### config.mk
export PLATFORM = sky130hd
export DESIGN_NAME = ifu_prefetch_flat
export DESIGN_NICKNAME = d
export VERILOG_FILES = /design/src/rtl/ifu_prefetch_if.sv /design/src/rtl/ifu_prefetch.sv /design/src/flat_wrapper.sv
export SDC_FILE = /design/constraint.sdc
export NUM_CORES = 1
export LEC_CHECK = 0
export BUFFER_PORTS_ARGS = -buffer_cell sky130_fd_sc_hd__buf_2
export CAP_MARGIN = 10
export CORE_AREA = 2 2 263 187
export CTS_BUF_LIST = sky130_fd_sc_hd__clkbuf_8 sky130_fd_sc_hd__clkbuf_16
export DETAILED_ROUTE_END_ITERATION = 10
export DIE_AREA = 0 0 265 189
export GPL_TIMING_DRIVEN = 0
export PLACE_DENSITY = 0.43
export SYNTH_ARGS = -nofsm -noshare
export SYNTH_HDL_FRONTEND = slang
export SYNTH_SLANG_ARGS = --single-unit
### constraint.sdc
create_clock -name IFU_PF_clk -period 4.5 [get_ports IFU_PF_clk]
set_input_delay 0.225 -clock IFU_PF_clk [delete_from_list [all_inputs] [get_ports IFU_PF_clk]]
set_output_delay 0.225 -clock IFU_PF_clk [all_outputs]
set_load 0.02 [all_outputs]
### src/rtl/ifu_prefetch_if.sv
// Fetch-unit bus: redirect input, instruction RAM port and decoder handshake.
// master = fetch unit side, slave = surrounding core / RAM side.
interface ifu_prefetch_if #(
    parameter int unsigned XLEN   = 32,
    parameter int unsigned ADDR_W = 6
);
    logic              IFU_PF_redirect;
    logic [XLEN-1:0]   IFU_PF_redirect_pc;
    logic              IFU_PF_ram_en;
    logic [ADDR_W-1:0] IFU_PF_ram_addr;
    logic [XLEN-1:0]   IFU_PF_ram_data;
    logic [XLEN-1:0]   IFU_PF_ins;
    logic [XLEN-1:0]   IFU_PF_ins_pc;
    logic              IFU_PF_ins_valid;
    logic              IFU_PF_ins_ready;
    logic              IFU_PF_misaligned;

    modport master (
        input  IFU_PF_redirect, IFU_PF_redirect_pc, IFU_PF_ram_data, IFU_PF_ins_ready,
        output IFU_PF_ram_en, IFU_PF_ram_addr, IFU_PF_ins, IFU_PF_ins_pc,
               IFU_PF_ins_valid, IFU_PF_misaligned
    );

    modport slave (
        output IFU_PF_redirect, IFU_PF_redirect_pc, IFU_PF_ram_data, IFU_PF_ins_ready,
        input  IFU_PF_ram_en, IFU_PF_ram_addr, IFU_PF_ins, IFU_PF_ins_pc,
               IFU_PF_ins_valid, IFU_PF_misaligned
    );
endinterface

### src/rtl/ifu_prefetch.sv
// Instruction fetch unit: runs its own fetch PC against a synchronous-read RAM
// and buffers returned words with their PCs in a DEPTH-entry prefetch queue.
module ifu_prefetch #(
    parameter int unsigned    XLEN     = 32,
    parameter int unsigned    ADDR_W   = 6,
    parameter int unsigned    DEPTH    = 4,
    parameter logic [XLEN-1:0] RESET_PC = '0
) (
    input  logic           IFU_PF_clk,
    input  logic           IFU_PF_rst,
    ifu_prefetch_if.master bus
);
    localparam int unsigned PTR_W = $clog2(DEPTH);
    localparam int unsigned CNT_W = PTR_W + 1;

    typedef enum logic {ST_RUN, ST_HALT} state_e;

    state_e            state_q, state_d;
    logic [XLEN-1:0]   fpc_q, fpc_d;
    logic [XLEN-1:0]   tag_q, tag_d;
    logic              inflight_q, inflight_d;
    logic [CNT_W-1:0]  count_q, count_d;
    logic [PTR_W-1:0]  rd_ptr_q, rd_ptr_d;
    logic [PTR_W-1:0]  wr_ptr_q, wr_ptr_d;
    logic [XLEN-1:0]   ins_mem_q [DEPTH];
    logic [XLEN-1:0]   ins_mem_d [DEPTH];
    logic [XLEN-1:0]   pc_mem_q  [DEPTH];
    logic [XLEN-1:0]   pc_mem_d  [DEPTH];

    logic              valid_c;
    logic              pop_c;
    logic              issue_c;
    logic [CNT_W:0]    credit_c;

    // Credit counts the in-flight word and frees the slot of a same-cycle pop.
    assign valid_c  = ~IFU_PF_rst & (count_q != '0);
    assign pop_c    = valid_c & bus.IFU_PF_ins_ready;
    assign credit_c = {1'b0, count_q} + (CNT_W + 1)'(inflight_q) - (CNT_W + 1)'(pop_c);
    assign issue_c  = (state_q == ST_RUN) & ~bus.IFU_PF_redirect & ~IFU_PF_rst &
                      (credit_c < (CNT_W + 1)'(DEPTH));

    assign bus.IFU_PF_ram_en     = issue_c;
    assign bus.IFU_PF_ram_addr   = fpc_q[ADDR_W+1:2];
    assign bus.IFU_PF_ins_valid  = valid_c;
    assign bus.IFU_PF_ins        = IFU_PF_rst ? '0 : ins_mem_q[rd_ptr_q];
    assign bus.IFU_PF_ins_pc     = IFU_PF_rst ? '0 : pc_mem_q[rd_ptr_q];
    assign bus.IFU_PF_misaligned = ~IFU_PF_rst & (state_q == ST_HALT);

    // Next-state: redirect flushes everything, otherwise issue / push / pop.
    always_comb begin
        state_d    = state_q;
        fpc_d      = fpc_q;
        tag_d      = tag_q;
        inflight_d = inflight_q;
        count_d    = count_q;
        rd_ptr_d   = rd_ptr_q;
        wr_ptr_d   = wr_ptr_q;
        ins_mem_d  = ins_mem_q;
        pc_mem_d   = pc_mem_q;

        if (bus.IFU_PF_redirect) begin
            count_d    = '0;
            inflight_d = 1'b0;
            rd_ptr_d   = '0;
            wr_ptr_d   = '0;
            fpc_d      = bus.IFU_PF_redirect_pc;
            state_d    = (bus.IFU_PF_redirect_pc[1:0] != 2'b00) ? ST_HALT : ST_RUN;
        end else begin
            inflight_d = issue_c;
            if (issue_c) begin
                fpc_d = fpc_q + XLEN'(4);
                tag_d = fpc_q;
            end
            if (inflight_q) begin
                ins_mem_d[wr_ptr_q] = bus.IFU_PF_ram_data;
                pc_mem_d[wr_ptr_q]  = tag_q;
                wr_ptr_d            = wr_ptr_q + PTR_W'(1);
            end
            if (pop_c) begin
                rd_ptr_d = rd_ptr_q + PTR_W'(1);
            end
            count_d = count_q + CNT_W'(inflight_q) - CNT_W'(pop_c);
        end
    end

    always_ff @(posedge IFU_PF_clk) begin
        if (IFU_PF_rst) begin
            state_q    <= ST_RUN;
            fpc_q      <= RESET_PC;
            tag_q      <= '0;
            inflight_q <= 1'b0;
            count_q    <= '0;
            rd_ptr_q   <= '0;
            wr_ptr_q   <= '0;
            for (int i = 0; i < int'(DEPTH); i++) begin
                ins_mem_q[i] <= '0;
                pc_mem_q[i]  <= '0;
            end
        end else begin
            state_q    <= state_d;
            fpc_q      <= fpc_d;
            tag_q      <= tag_d;
            inflight_q <= inflight_d;
            count_q    <= count_d;
            rd_ptr_q   <= rd_ptr_d;
            wr_ptr_q   <= wr_ptr_d;
            ins_mem_q  <= ins_mem_d;
            pc_mem_q   <= pc_mem_d;
        end
    end
endmodule

### src/flat_wrapper.sv
// flat-port wrapper written by rule: the top's interface ports become plain ports
module ifu_prefetch_flat 
#(
    parameter int unsigned    XLEN     = 32,
    parameter int unsigned    ADDR_W   = 6,
    parameter int unsigned    DEPTH    = 4,
    parameter logic [XLEN-1:0] RESET_PC = '0
)
  (IFU_PF_clk, IFU_PF_rst, bus_IFU_PF_redirect, bus_IFU_PF_redirect_pc, bus_IFU_PF_ram_data, bus_IFU_PF_ins_ready, bus_IFU_PF_ram_en, bus_IFU_PF_ram_addr, bus_IFU_PF_ins, bus_IFU_PF_ins_pc, bus_IFU_PF_ins_valid, bus_IFU_PF_misaligned);
  ifu_prefetch_if #(.XLEN(XLEN), .ADDR_W(ADDR_W)) bus_i ();
  input  logic IFU_PF_clk;
  input  logic IFU_PF_rst;
  input wire logic [$bits(bus_i.IFU_PF_redirect)-1:0] bus_IFU_PF_redirect;
  input wire logic [$bits(bus_i.IFU_PF_redirect_pc)-1:0] bus_IFU_PF_redirect_pc;
  input wire logic [$bits(bus_i.IFU_PF_ram_data)-1:0] bus_IFU_PF_ram_data;
  input wire logic [$bits(bus_i.IFU_PF_ins_ready)-1:0] bus_IFU_PF_ins_ready;
  output wire logic [$bits(bus_i.IFU_PF_ram_en)-1:0] bus_IFU_PF_ram_en;
  output wire logic [$bits(bus_i.IFU_PF_ram_addr)-1:0] bus_IFU_PF_ram_addr;
  output wire logic [$bits(bus_i.IFU_PF_ins)-1:0] bus_IFU_PF_ins;
  output wire logic [$bits(bus_i.IFU_PF_ins_pc)-1:0] bus_IFU_PF_ins_pc;
  output wire logic [$bits(bus_i.IFU_PF_ins_valid)-1:0] bus_IFU_PF_ins_valid;
  output wire logic [$bits(bus_i.IFU_PF_misaligned)-1:0] bus_IFU_PF_misaligned;
  assign bus_i.IFU_PF_redirect = bus_IFU_PF_redirect;
  assign bus_i.IFU_PF_redirect_pc = bus_IFU_PF_redirect_pc;
  assign bus_i.IFU_PF_ram_data = bus_IFU_PF_ram_data;
  assign bus_i.IFU_PF_ins_ready = bus_IFU_PF_ins_ready;
  assign bus_IFU_PF_ram_en = bus_i.IFU_PF_ram_en;
  assign bus_IFU_PF_ram_addr = bus_i.IFU_PF_ram_addr;
  assign bus_IFU_PF_ins = bus_i.IFU_PF_ins;
  assign bus_IFU_PF_ins_pc = bus_i.IFU_PF_ins_pc;
  assign bus_IFU_PF_ins_valid = bus_i.IFU_PF_ins_valid;
  assign bus_IFU_PF_misaligned = bus_i.IFU_PF_misaligned;
  ifu_prefetch #(.XLEN(XLEN), .ADDR_W(ADDR_W), .DEPTH(DEPTH), .RESET_PC(RESET_PC)) u_core (.IFU_PF_clk(IFU_PF_clk), .IFU_PF_rst(IFU_PF_rst), .bus(bus_i));
endmodule
==> summary.txt <==
Filler cells = 4,971
clk_skew = 0.0201 ns
number of global-route vias before repair = 12,500
CP Capture Type = output pin
clock latency on the worst-skew pair = 0.54 ns
Least-Margin Pin Slew = 0.980 ns
Worst VDD drop = 185 uV
Mapped Cells = 1,709
Power Dens Cells = 374 nW/um^2
WP data arrival = 3.95 ns
Synth async-reset ratio = 0%
antenna cells = 0
top-area cell type share of the netlist area = 46.6%
Root Buffer = clkbuf_16
final WL = 50,900 um
crit path kind = flip-flop to output pin
total track usage = 20.1%
cell area after synthesis = 14,100 sq um
max_slew headroom = 34.7%
routed len/inst = 19.7 um
first-pass GRT wire length = 76,800 um
setup slack at placement = 0.341 ns
initial antenna violation count = 2
Setup TNS = 0 ns
Layout Nets = 2,017
CTS tree = done
leakage = 5.97 nW
residual DRC count = 0
MaxCap Viol Count = 0
DP HPWL = 35,500 um
clk slew on worst S/H paths = 0.06 ns
router iterations before antenna repair = 5
H-tree Lvls = 2
slowest CP cell = fa_1
Congestion Overflow GR = 0
Sink Count = 329
Post-Synthesis Net Count = 1,787
synth top area cells = dfxtp_1 (47%), nand2_1 (17%), a21oi_1 (11%)
layout overhead on the synthesized area = 22.9%
post-CTS setup buffers = 0
Initial Utilization = 29.8%
Data required, critical path = 4.28 ns
Yosys cell types = 57
final core occ = 36.6%
Mapped Avg Cell Area = 8.27 sq um
minimum clock period = 4.17 ns
Buf/Inv on CP = 6
final setup margin = 0.326 ns
Longest Clk Path Bufs = 3
RSZ-0062 raised after global routing = false
routed via count = 13,000
fin crit share = 92.8%
FP Rows = 67
final count of negative-setup-slack endpoints = 0
Slew Viols, Final = 0
top_reg_cell synth = dfxtp_1
Crit path max-delay family = buffers and inverters
Hold Crit Class = input port to flip-flop
status = completed
Power Total = 0.00649 W
post-DR vias/cell = 5.01
fmax = 240 MHz
I/O Pins = 141
Post-synth EDFFs = 0
GPL Wtd Cong = 0.801
largest net degree at the start of global routing = 14
die area = 50,100 sq um
worst-path fanout max = 10
Ys Warns = 0
Die Wd = 265 um
IO buf count = 140
number of DRC markers in iteration 0 = 895
Synth area leader = dfxtp_1
Antenna Nets Post-Route = 0
Largest stage delay, worst path = 0.42 ns
#FFs+latches synth = 329
Die H = 189 um
final hold viol count = 0
startpoint types = flip-flop
core outline area = 47,400 sq um
CTS buffer count = 37
register area share after synthesis = 46.6%
cells along the critical path = nor3_1 > nor3b_2 > ha_1 > inv_1 > ha_1 > inv_1 > fa_1 > xor2_1 > and4_1 > clkbuf_2 > nor2_2 > clkinvlp_4 > buf_2 > buf_2
fraction of layout cells with a size suffix above 1 = 14.6%
## cell usage after synthesis, types with 2 or more instances
library cell  number
nand2_1          622
dfxtp_1          329
a21oi_1          308
clkbuf_1          96
and2_1            64
mux4_2            64
buf_1             23
nor2_1            23
nand3_1           15
a31oi_1           14
inv_1             11
buf_2             10
o211ai_1          10
ha_1               9
nand4_1            9
and4_1             8
or3_1              8
and3_1             7
a22oi_1            6
buf_4              6
o21ai_0            6
o22ai_1            6
or4_1              4
mux2i_1            3
nor3_1             3
o311ai_0           3
xnor2_1            3
a211oi_1           2
a21boi_0           2
a2bb2oi_1          2
clkinv_1           2
nor3b_1            2
o21a_1             2
o21ai_2            2
or2_2              2
xor2_1             2
## area by class of cell
type	count	area, sq um	area share, %
plain buffers	136	547	3.15
flip-flops and latches	329	6590	37.9
clock inverters	20	171	0.987
clock buffers	47	1060	6.12
inverters	13	52.6	0.303
multi-input cells	1231	6960	40.1
repair buffers	191	1210	6.98
well taps	621	777	4.47
## through the flow
step	hold WS, ns	cell area (sq um)	cells
after floorplan	0.361	14100	1709
after global placement	0.438	15600	2470
after detailed placement	0.446	15600	2470
after CTS	0.00814	17400	2588
after global routing	0.0229	17400	2588
final	0.0357	17400	2588
## power breakdown
group	switching, W	total (W)	internal (W)
logic	0.000264	0.000402	0.000138
registers	0.0000511	0.00300	0.00295
clock network	0.00125	0.00309	0.00184
## flip-flops by register name, summed over array words and instances, names as in the netlist
name and count:
u_core.count_q 3, u_core.inflight_q 1, u_core.rd_ptr_q 2, u_core.state_q 1, u_core.tag_q 32, u_core.wr_ptr_q 2, u_core.fpc_q 32, u_core.ins_mem_q 128
u_core.pc_mem_q 128
## worst reg2reg max path, delay by kind of cell, from the launching register on
kind | cells | cell delay, ns
DFF | 1 | 0.41
AOI/OAI and AO/OA | 2 | 0.31
xor gates and xnor gates | 1 | 0.20
and+or+nand+nor | 4 | 1.29
buffers and inverters | 4 | 0.81
adders and majority gates | 3 | 0.88
## metal layers
metal	track usage, %	wire [um]	up-vias
li1	-	-	6255
met2	30.4	22000	342
met1	29.3	24900	6300
met4	5.19	1010	2
met5	0	13	-
met3	3.54	2990	73
## placed cells by master, fill, tap and decap left out, types with 3 or more instances in the layout
cell	netlist	final
nand2_1	622	622
dfxtp_1	329	329
a21oi_1	308	308
buf_2	10	150
clkbuf_1	96	96
mux4_2	64	64
and2_1	64	64
dlygate4sd3_1	0	51
clkbuf_16	0	37
buf_1	23	23
nor2_1	23	23
inv_1	11	22
nand3_1	15	15
a31oi_1	14	14
o211ai_1	10	10
clkbuf_8	0	10
nand4_1	9	9
ha_1	9	9
and4_1	8	8
or3_1	8	8
and3_1	7	7
o21ai_0	6	6
a22oi_1	6	6
o22ai_1	6	6
buf_4	6	6
or4_1	4	4
nor3_1	3	3
xnor2_1	3	3
mux2i_1	3	3
o311ai_0	3	3
clkinv_2	0	3
bufinv_16	0	3
## final timing paths
path / start / slack [ns] / cells after the start / endpoint
worst max-delay path: u_core.count_q[1] / 0.33 / 14 / bus_IFU_PF_ram_en
worst max register to register: u_core.count_q[1] / 0.53 / 14 / u_core.fpc_q[30]
worst min-delay path: bus_IFU_PF_redirect_pc[6] / 0.04 / 3 / u_core.fpc_q[6]
worst min register to register: u_core.ins_mem_q[16] / 0.45 / 2 / u_core.ins_mem_q[16]
## repair_timing
| item | CTS | global route |
|---|---|---|
| resized for setup | 0 | 2 |
| endpoints found under the hold margin | 147 | 0 |
| hold buffers | 51 | 0 |
| setup endpoints to repair | 0 | 1 |
## logic make-up (layout without fill, tap and decap cells)
logic type | Yosys count | after routing | share of synthesized area (%)
compound gates | 375 | 375 | 14.4
xor+xnor | 5 | 5 | 0.310
fa+ha+maj | 10 | 10 | 0.938
buf+inv | 149 | 407 | 4.21
flops | 329 | 329 | 46.6
mux | 67 | 67 | 10.4
simple gates | 774 | 774 | 23.1
No activity file was read; power rests on OpenSTA's default activity.
